**config.mk**
```make
export PLATFORM = sky130hd
export DESIGN_NAME = ibex_multdiv_issue
export DESIGN_NICKNAME = d
export VERILOG_FILES = /design/src/rtl/ibex_pkg.sv /design/src/rtl/ibex_multdiv_adder.sv /design/src/rtl/ibex_multdiv_issue.sv
export SDC_FILE = /design/constraint.sdc
export NUM_CORES = 1
export LEC_CHECK = 0
export ABC_AREA = 1
export BUFFER_PORTS_ARGS = -buffer_cell sky130_fd_sc_hd__buf_2
export CAP_MARGIN = 20
export CORE_UTILIZATION = 30
export DETAILED_ROUTE_END_ITERATION = 7
export PLACE_DENSITY = 0.59
export RECOVER_POWER = 100
export SLEW_MARGIN = 20
export SYNTH_ARGS = -nofsm -noshare
export SYNTH_HDL_FRONTEND = slang
export SYNTH_SLANG_ARGS = --single-unit
```
**constraint.sdc**
```tcl
create_clock -name clk_i -period 1.9 [get_ports clk_i]
set_input_delay 0.19 -clock clk_i [delete_from_list [all_inputs] [get_ports clk_i]]
set_output_delay 0.19 -clock clk_i [all_outputs]
set_load 0.01 [all_outputs]
```
**src/rtl/ibex_pkg.sv**
```systemverilog
// Shared types for the ID-stage side of the slow multiply/divide interface.
package ibex_pkg;

    typedef enum logic [1:0] {
        MD_OP_MULL,
        MD_OP_MULH,
        MD_OP_DIV,
        MD_OP_REM
    } md_op_e;

    typedef enum logic [1:0] {
        MD_ISSUE_IDLE,
        MD_ISSUE_BUSY,
        MD_ISSUE_DONE,
        MD_ISSUE_DRAIN
    } md_issue_e;

    localparam int unsigned IMD_W = 34;

endpackage

```
**src/rtl/ibex_multdiv_adder.sv**
```systemverilog
// Shared 33+33 -> 34-bit unsigned adder used by the iterative mult/div datapath.
module ibex_multdiv_adder
    import ibex_pkg::*;
(
    input  logic [32:0]      operand_a_i,
    input  logic [32:0]      operand_b_i,
    output logic [IMD_W-1:0] adder_ext_o,
    output logic [31:0]      adder_o,
    output logic             equal_to_zero_o
);

    // Zero-extend both operands so the carry lands in bit 33 rather than being lost.
    assign adder_ext_o     = {1'b0, operand_a_i} + {1'b0, operand_b_i};
    assign adder_o         = adder_ext_o[32:1];
    assign equal_to_zero_o = (adder_o == 32'd0);

endmodule

```
**src/rtl/ibex_multdiv_issue.sv**
```systemverilog
// Issue/handshake FSM between ID and the slow mult/div unit: latches the request,
// keeps the unit enabled until it reports valid, owns imd_val and returns the result.
module ibex_multdiv_issue
    import ibex_pkg::*;
#(
    parameter logic ResultReg = 1'b1
) (
    input  logic              clk_i,
    input  logic              rst_i,
    input  logic              req_valid_i,
    input  logic              req_is_div_i,
    input  md_op_e            req_op_i,
    input  logic [1:0]        req_signed_mode_i,
    input  logic [31:0]       req_rs1_i,
    input  logic [31:0]       req_rs2_i,
    output logic              req_ready_o,
    input  logic              kill_i,
    input  logic              wb_ready_i,
    output logic              result_valid_o,
    output logic [31:0]       result_o,
    output logic              mult_en_o,
    output logic              div_en_o,
    output md_op_e            operator_o,
    output logic [1:0]        signed_mode_o,
    output logic [31:0]       op_a_o,
    output logic [31:0]       op_b_o,
    input  logic [32:0]       alu_operand_a_i,
    input  logic [32:0]       alu_operand_b_i,
    output logic [IMD_W-1:0]  alu_adder_ext_o,
    output logic [31:0]       alu_adder_o,
    output logic              equal_to_zero_o,
    input  logic [IMD_W-1:0]  imd_val_d_i,
    input  logic              imd_val_we_i,
    output logic [IMD_W-1:0]  imd_val_q_o,
    output logic              multdiv_ready_id_o,
    input  logic [31:0]       multdiv_result_i,
    input  logic              valid_i
);

    md_issue_e        state_q, state_d;
    md_op_e           op_q, op_d;
    logic [1:0]       mode_q, mode_d;
    logic [31:0]      rs1_q, rs1_d;
    logic [31:0]      rs2_q, rs2_d;
    logic             is_div_q, is_div_d;
    logic [31:0]      result_q, result_d;
    logic [IMD_W-1:0] imd_val_q, imd_val_d;

    logic enabled;
    logic accept;

    ibex_multdiv_adder u_adder (
        .operand_a_i     (alu_operand_a_i),
        .operand_b_i     (alu_operand_b_i),
        .adder_ext_o     (alu_adder_ext_o),
        .adder_o         (alu_adder_o),
        .equal_to_zero_o (equal_to_zero_o)
    );

    // The unit freezes when disabled, so enables stay up through BUSY and DRAIN alike.
    assign enabled = ((state_q == MD_ISSUE_BUSY) || (state_q == MD_ISSUE_DRAIN)) && !rst_i;
    assign accept  = (state_q == MD_ISSUE_IDLE) && req_valid_i && !kill_i && !rst_i;

    always_comb begin
        // NOTE: every always_comb output gets a default first so no path leaves it unassigned (no latch).
        state_d   = state_q;
        op_d      = op_q;
        mode_d    = mode_q;
        rs1_d     = rs1_q;
        rs2_d     = rs2_q;
        is_div_d  = is_div_q;
        result_d  = result_q;
        imd_val_d = (imd_val_we_i && enabled) ? imd_val_d_i : imd_val_q;

        unique case (state_q)
            MD_ISSUE_IDLE: begin
                if (accept) begin
                    op_d     = req_op_i;
                    mode_d   = req_signed_mode_i;
                    rs1_d    = req_rs1_i;
                    rs2_d    = req_rs2_i;
                    is_div_d = req_is_div_i;
                    state_d  = MD_ISSUE_BUSY;
                end
            end
            MD_ISSUE_BUSY: begin
                if (kill_i) begin
                    state_d = valid_i ? MD_ISSUE_IDLE : MD_ISSUE_DRAIN;
                end else if (ResultReg) begin
                    if (valid_i) begin
                        result_d = multdiv_result_i;
                        state_d  = MD_ISSUE_DONE;
                    end
                end else if (valid_i && wb_ready_i) begin
                    state_d = MD_ISSUE_IDLE;
                end
            end
            MD_ISSUE_DONE: begin
                if (kill_i || wb_ready_i) state_d = MD_ISSUE_IDLE;
            end
            MD_ISSUE_DRAIN: begin
                if (valid_i) state_d = MD_ISSUE_IDLE;
            end
            default: state_d = MD_ISSUE_IDLE;
        endcase
    end

    always_comb begin
        req_ready_o        = accept;
        mult_en_o          = enabled && !is_div_q;
        div_en_o           = enabled && is_div_q;
        multdiv_ready_id_o = 1'b0;
        result_valid_o     = 1'b0;
        if (!rst_i) begin
            unique case (state_q)
                MD_ISSUE_BUSY: begin
                    multdiv_ready_id_o = ResultReg ? 1'b1 : wb_ready_i;
                    result_valid_o     = !ResultReg && valid_i && !kill_i;
                end
                MD_ISSUE_DONE:  result_valid_o     = !kill_i;
                MD_ISSUE_DRAIN: multdiv_ready_id_o = 1'b1;
                default: ;
            endcase
        end
    end

    assign result_o      = ResultReg ? result_q : (result_valid_o ? multdiv_result_i : 32'd0);
    assign operator_o    = op_q;
    assign signed_mode_o = mode_q;
    assign op_a_o        = rs1_q;
    assign op_b_o        = rs2_q;
    assign imd_val_q_o   = imd_val_q;

    always_ff @(posedge clk_i) begin
        // NOTE: state is updated with non-blocking assignments so all flops sample the same pre-edge values.
        if (rst_i) begin
            state_q   <= MD_ISSUE_IDLE;
            op_q      <= MD_OP_MULL;
            mode_q    <= 2'b00;
            rs1_q     <= 32'd0;
            rs2_q     <= 32'd0;
            is_div_q  <= 1'b0;
            result_q  <= 32'd0;
            imd_val_q <= '0;
        end else begin
            state_q   <= state_d;
            op_q      <= op_d;
            mode_q    <= mode_d;
            rs1_q     <= rs1_d;
            rs2_q     <= rs2_d;
            is_div_q  <= is_div_d;
            result_q  <= result_d;
            imd_val_q <= imd_val_d;
        end
    end

endmodule
```
### Word-level counts from Yosys, hierarchy flattened

Cells that the tools add are included.

* output and inout port bits: 206
* logic and storage cells: 46
* flip-flop bits (word level): 137

* $add $sub $neg: 1
* multiplexer cells: 11
* equality and inequality tests: 7
* reductions and logical operators: 18
* bitwise gates (word level): 1

Operator list (number)
* 33-bit by 33-bit adder with 34-bit output: 1
* 32-bit zero test: 1
* 2-bit two-way mux: 6
* 2-bit case mux with 4 select lines: 1
* 1-bit logical AND: 7
* 2-bit inequality test (second input constant): 3
* 2-bit == test (second input constant): 2
* 1-bit two-way mux: 4
* 4-bit AND reduction: 1
* 1-bit zero test: 3
* 3-bit inequality test (second input constant): 1
* 3-bit AND reduction: 1
* 2-bit by 1-bit == test with 1-bit output (second input constant): 1
* 2-bit zero test: 1
* 1-bit logical OR: 2
* 2-bit AND reduction: 1
* 2-bit OR reduction: 1
* 1-bit NOT: 1

### Logic depth before layout (Yosys ltp)

* depth after elaboration: 6
* mapped depth: 19

### Hierarchy

A second synthesis with hierarchy kept.

* cells, all modules: 1276
* area, all modules: 8059.0 µm²

By module, submodules not included
* ibex_multdiv_issue: sequential area each 2742.6 µm², area each 4938.5 µm², cells an instance 626, times used 1
* ibex_multdiv_adder: sequential area each 0.0 µm², area each 3120.5 µm², cells an instance 650, times used 1

### Least setup slack after synthesis

Ideal clock, no wire load.

* path type: input port to output port
* from: input port alu_operand_a_i[0]
* to: output port equal_to_zero_o
* path slack: -0.205 ns
* arrival: 1.915 ns
* data required time: 1.710 ns
* stages: 18
* path buffers: 0
* cells stage by stage: ha_1 -> inv_1 -> fa_1 -> inv_1 -> nand2_1 -> nand2_1 -> nand2_1 -> inv_1 -> nand2_1 -> nand3_2 -> nand2_1 -> nand3_1 -> nand2_1 -> nor2_1 -> nand2_1 -> nor2_1 -> nand2_1 -> nor2_2

* word-level cells in the longest chain between the ends: 2

Ends and longest elaborated chain
* start: declaration: line ibex_multdiv_issue.sv:27 `input logic [32:0] alu_operand_a_i,`
* 33-bit by 33-bit adder with 34-bit output: line ibex_multdiv_adder.sv:13 `assign adder_ext_o = {1'b0, operand_a_i} + {1'b0, operand_b_i};`
* net alu_adder_ext_o[20]: line ibex_multdiv_issue.sv:29 `output logic [IMD_W-1:0] alu_adder_ext_o,`
* 32-bit zero test: line ibex_multdiv_adder.sv:15 `assign equal_to_zero_o = (adder_o == 32'd0);`
* end: declaration: line ibex_multdiv_issue.sv:31 `output logic equal_to_zero_o,`

The timed path passes the listed nets, and every way through them passes these cells.

### Worst setup path after layout

* from: input port alu_operand_b_i[7]
* to: output port equal_to_zero_o

* word-level cells in the longest chain between the ends: 2

Ends and longest elaborated chain
* start: declaration: line ibex_multdiv_issue.sv:28 `input logic [32:0] alu_operand_b_i,`
* 33-bit by 33-bit adder with 34-bit output: line ibex_multdiv_adder.sv:13
* 32-bit zero test: line ibex_multdiv_adder.sv:15

Every way passes these cells.

==> summary.md <==
| Metric | Value |
|---|---|
| Crit Path Category | input pin to output port |
| Final setup violation count | 25 |
| Type of the worst min-delay path | input pin to register |
| Share of cells above drive strength 1 | 0.376 |
| Area of the core | 25,300 um2 |
| Root buffer selected by CTS | sky130_fd_sc_hd__clkbuf_16 |
| Number of cells produced by synthesis | 1,224 |
| Drt total wl | 32,000 um |
| Final setup TNS | -3320 ps |
| Via count of the first global-routing pass | 9,676 |
| Clock-pin slew on the worst setup and hold paths | 60 ps |
| Layout Cell Area excl Fill | 14,200 um2 |
| Most common library cell in the layout ignoring fill and taps | sky130_fd_sc_hd__nand2_1 |
| Largest stage delay on the critical path | 320 ps |
| Final non-filler cell total | 2,192 |
| DP HPWL | 22,600 um |
| Total placed instance area | 10,800 um2 |
| Netlist Area Pre-Place | 7730 um2 |
| Post-route minimum period | 2300 ps |
| Outcome | finished with violations |
| Crit-path leading delay family | simple AND/OR/NAND/NOR gates |
| Count of pins over their slew limit | 0 |
| Global-route usage over all layers | 0.228 |
| Final hold viol count | 0 |
| Wire length per cell after detailed routing | 14.6 um |
| Via count | 10,246 |
| P&R area growth vs syn | 83.2% |
| Layout Utilization | 0.561 |
| Setup repair after global routing missed its margin | true |
| Number of clock sinks seen by CTS | 137 |
| Inserted Clock Buffers | 17 |
| Initial Utilization | 0.306 |
| Worst path bufs/invs | 5 |
| Post-synth EDFFs | 0 |
| Primary FF master, synth | sky130_fd_sc_hd__dfxtp_1 |
| DIE AREA | 26,400 um2 |
| Highest achievable clock rate | 436 MHz |
| Violation count after the first detailed-route iteration | 491 |
| Violated checks | negative setup slack |
| Final hold slack | 9.47 ps |
| Routed Antenna Nets | 0 |
| Kind of start point of the critical path | input pin |
| Static leakage | 7.06 nW |
| Share of synthesized area occupied by flip-flops and latches | 0.355 |
| Die width | 163 um |
| Deepest level of the CTS H-tree | 4 |
| Clock latency on the worst-skew pair | 410 ps |
| Vertical extent of the die | 163 um |
| Total gr overflow | 0 |
| Most used cells in the layout excluding fill and tap cells | sky130_fd_sc_hd__nand2_1 (341), sky130_fd_sc_hd__buf_2 (232), sky130_fd_sc_hd__clkbuf_1 (142) |
| Nets in the synthesized netlist | 1,466 |
| Arr. time, crit path | 2110 ps |
| Final worst-path setup slack | -396 ps |
| Detailed-route vias per instance | 4.67 |
| Count of distinct cell types in the synthesized netlist | 35 |
| Number of fill cells | 2,352 |
| Cell-by-cell trace of the critical path | buf_2 -> ha_4 -> nand2_2 -> buf_4 -> inv_2 -> nand2_1 -> nor2_2 -> nand2_4 -> nand3_4 -> buf_6 -> nand3b_1 -> nand3_1 -> nand2_2 -> nor2_1 -> nand3_2 -> nor2_2 -> buf_2 |
| Relative max-transition margin | 0.484 |
| Clock tree skew after final layout | 10.6 ps |
| Std cell rows | 58 |
| Clock Tree Buf Depth | 2 |
| Number of top-level pins | 414 |
| Average footprint of a synthesized cell | 6.32 um2 |
| Fraction of synthesis flops using an asynchronous set or reset pin | 0 |
| Register bit count reported by yosys | 137 |
| Count of maximum capacitance violations | 0 |
| Iteration count of the initial detailed-routing pass | 5 |
| TritonCTS clock tree | done |
| Count of unresolved DRC violations after routing | 0 |
| Number of antenna violations at the first check in global routing | 5 |
| Largest net degree at the start of global routing | 101 |
| Data required time at the worst endpoint | 1710 ps |
| Count of synthesis-stage warnings from yosys | 0 |
| Maximum resistive drop on vdd | 0.546 mV |
| Weighted congestion reported at the end of routability-driven placement | 0.979 |
| Actual slew at the worst max-slew pin | 774 ps |
| Top fanout value on the critical path | 4 |
| Number of nets in the layout | 2,087 |
| Cell Count Post-Placement | 2,012 |
| Final worst-path cycle share | 1.21 |
| First-pass GRT wire length | 47,800 um |
| Sort of element at the end of the critical path | output port |
| Total of buffers placed on input and output ports | 413 |
| Slowest cell on the critical path | sky130_fd_sc_hd__ha_4 |
| Areal power density over the cells | 765 nW/um2 |
-- worst min-delay path: cells and delay by family --
| kind | cells | cell delay [ps] |
|---|---|---|
| AND/OR/NAND/NOR | 2 | 110 |
| buffers and inverters | 1 | 80 |
-- cells by family after synthesis --
group	synth area share
adder cells (fa/ha/maj)	0.0560
XOR/XNOR	0.00679
flip-flops	0.355
AO/OA/AOI/OAI	0.0760
AND/OR/NAND/NOR	0.386
buffers and inverters	0.120
-- flip-flops by register name, indices dropped and copies added, names as in the netlist --
signal and count:
signed_mode_o 2, result_o 32, op_b_o 32, is_div_q 1
imd_val_q_o 34, operator_o 2, op_a_o 32, state_q 2
-- final timing paths --
kind / startpoint / slack, ps / end / cells after the start
max: alu_operand_b_i[7] / -400 / equal_to_zero_o / 17
min: multdiv_result_i[15] / 9 / result_o[15]$_SDFFE_PP0P_ / 3
max reg2reg: state_q[1]$_SDFFE_PP0P_ / 120 / is_div_q$_SDFFE_PP0P_ / 6
min reg2reg: op_b_o[21]$_SDFFE_PP0P_ / 460 / op_b_o[21]$_SDFFE_PP0P_ / 2
-- routing by layer --
metal / up-vias / global-route usage / part of all wire
li1: 5048 / - / -
met1: 4695 / 0.252 / 0.38
met2: 432 / 0.408 / 0.51
met3: 71 / 0.0570 / 0.070
met4: 0 / 0.105 / 0.037
met5: - / 0 / 0
-- stage by stage --
stage	power [mW]	setup WS [ps]
after CTS	10.6	-370
final	10.8	-396
after global routing	11.4	-531
after detailed placement	6.76	-567
after floorplan	5.26	-67.4
after global placement	6.74	-562
-- report_power, final --
group	switching [mW]	internal, mW	total, mW	leakage, nW
Clock	1.44	1.77	3.21	0.286
Sequential	0.217	3.27	3.49	1.11
Combinational	2.24	1.90	4.14	5.66
Total	3.90	6.94	10.8	7.06
-- cell usage after synthesis, types with 5 or more instances --
cell type / number / share of area
sky130_fd_sc_hd__buf_1: 5 / 0.0024
sky130_fd_sc_hd__a21oi_1: 25 / 0.016
sky130_fd_sc_hd__xnor2_1: 5 / 0.0057
sky130_fd_sc_hd__nor2_2: 7 / 0.0057
sky130_fd_sc_hd__inv_1: 135 / 0.066
sky130_fd_sc_hd__inv_2: 5 / 0.0024
sky130_fd_sc_hd__buf_2: 8 / 0.0052
sky130_fd_sc_hd__nand4_1: 13 / 0.011
sky130_fd_sc_hd__buf_4: 32 / 0.031
sky130_fd_sc_hd__dfxtp_1: 137 / 0.35
sky130_fd_sc_hd__and2_1: 6 / 0.0049
sky130_fd_sc_hd__o21ai_0: 71 / 0.046
sky130_fd_sc_hd__ha_1: 33 / 0.053
sky130_fd_sc_hd__nand2_1: 450 / 0.22
sky130_fd_sc_hd__nor2_1: 122 / 0.059
sky130_fd_sc_hd__nand3_1: 107 / 0.069
sky130_fd_sc_hd__clkbuf_1: 28 / 0.014
-- area by class of cell --
| cell class | instances | area, um2 | share of cell area |
|---|---|---|---|
| inverters | 140 | 539 | 0.0381 |
| repair buffers | 675 | 4540 | 0.320 |
| multi-input cells | 874 | 5360 | 0.378 |
| flip-flops and latches | 137 | 2740 | 0.194 |
| clock buffers | 18 | 439 | 0.0310 |
| diodes | 4 | 10.0 | 0.000706 |
| well taps | 330 | 413 | 0.0291 |
| clock inverters | 14 | 129 | 0.00909 |
-- repair_timing --
action,CTS,global route
pin swaps,54,68
resized for setup,181,189
endpoints found under the setup margin,47,47
hold buffers,126,0
buffers inserted,13,17
endpoints found under the hold margin,126,0
Power figures use the tool's default switching activity.
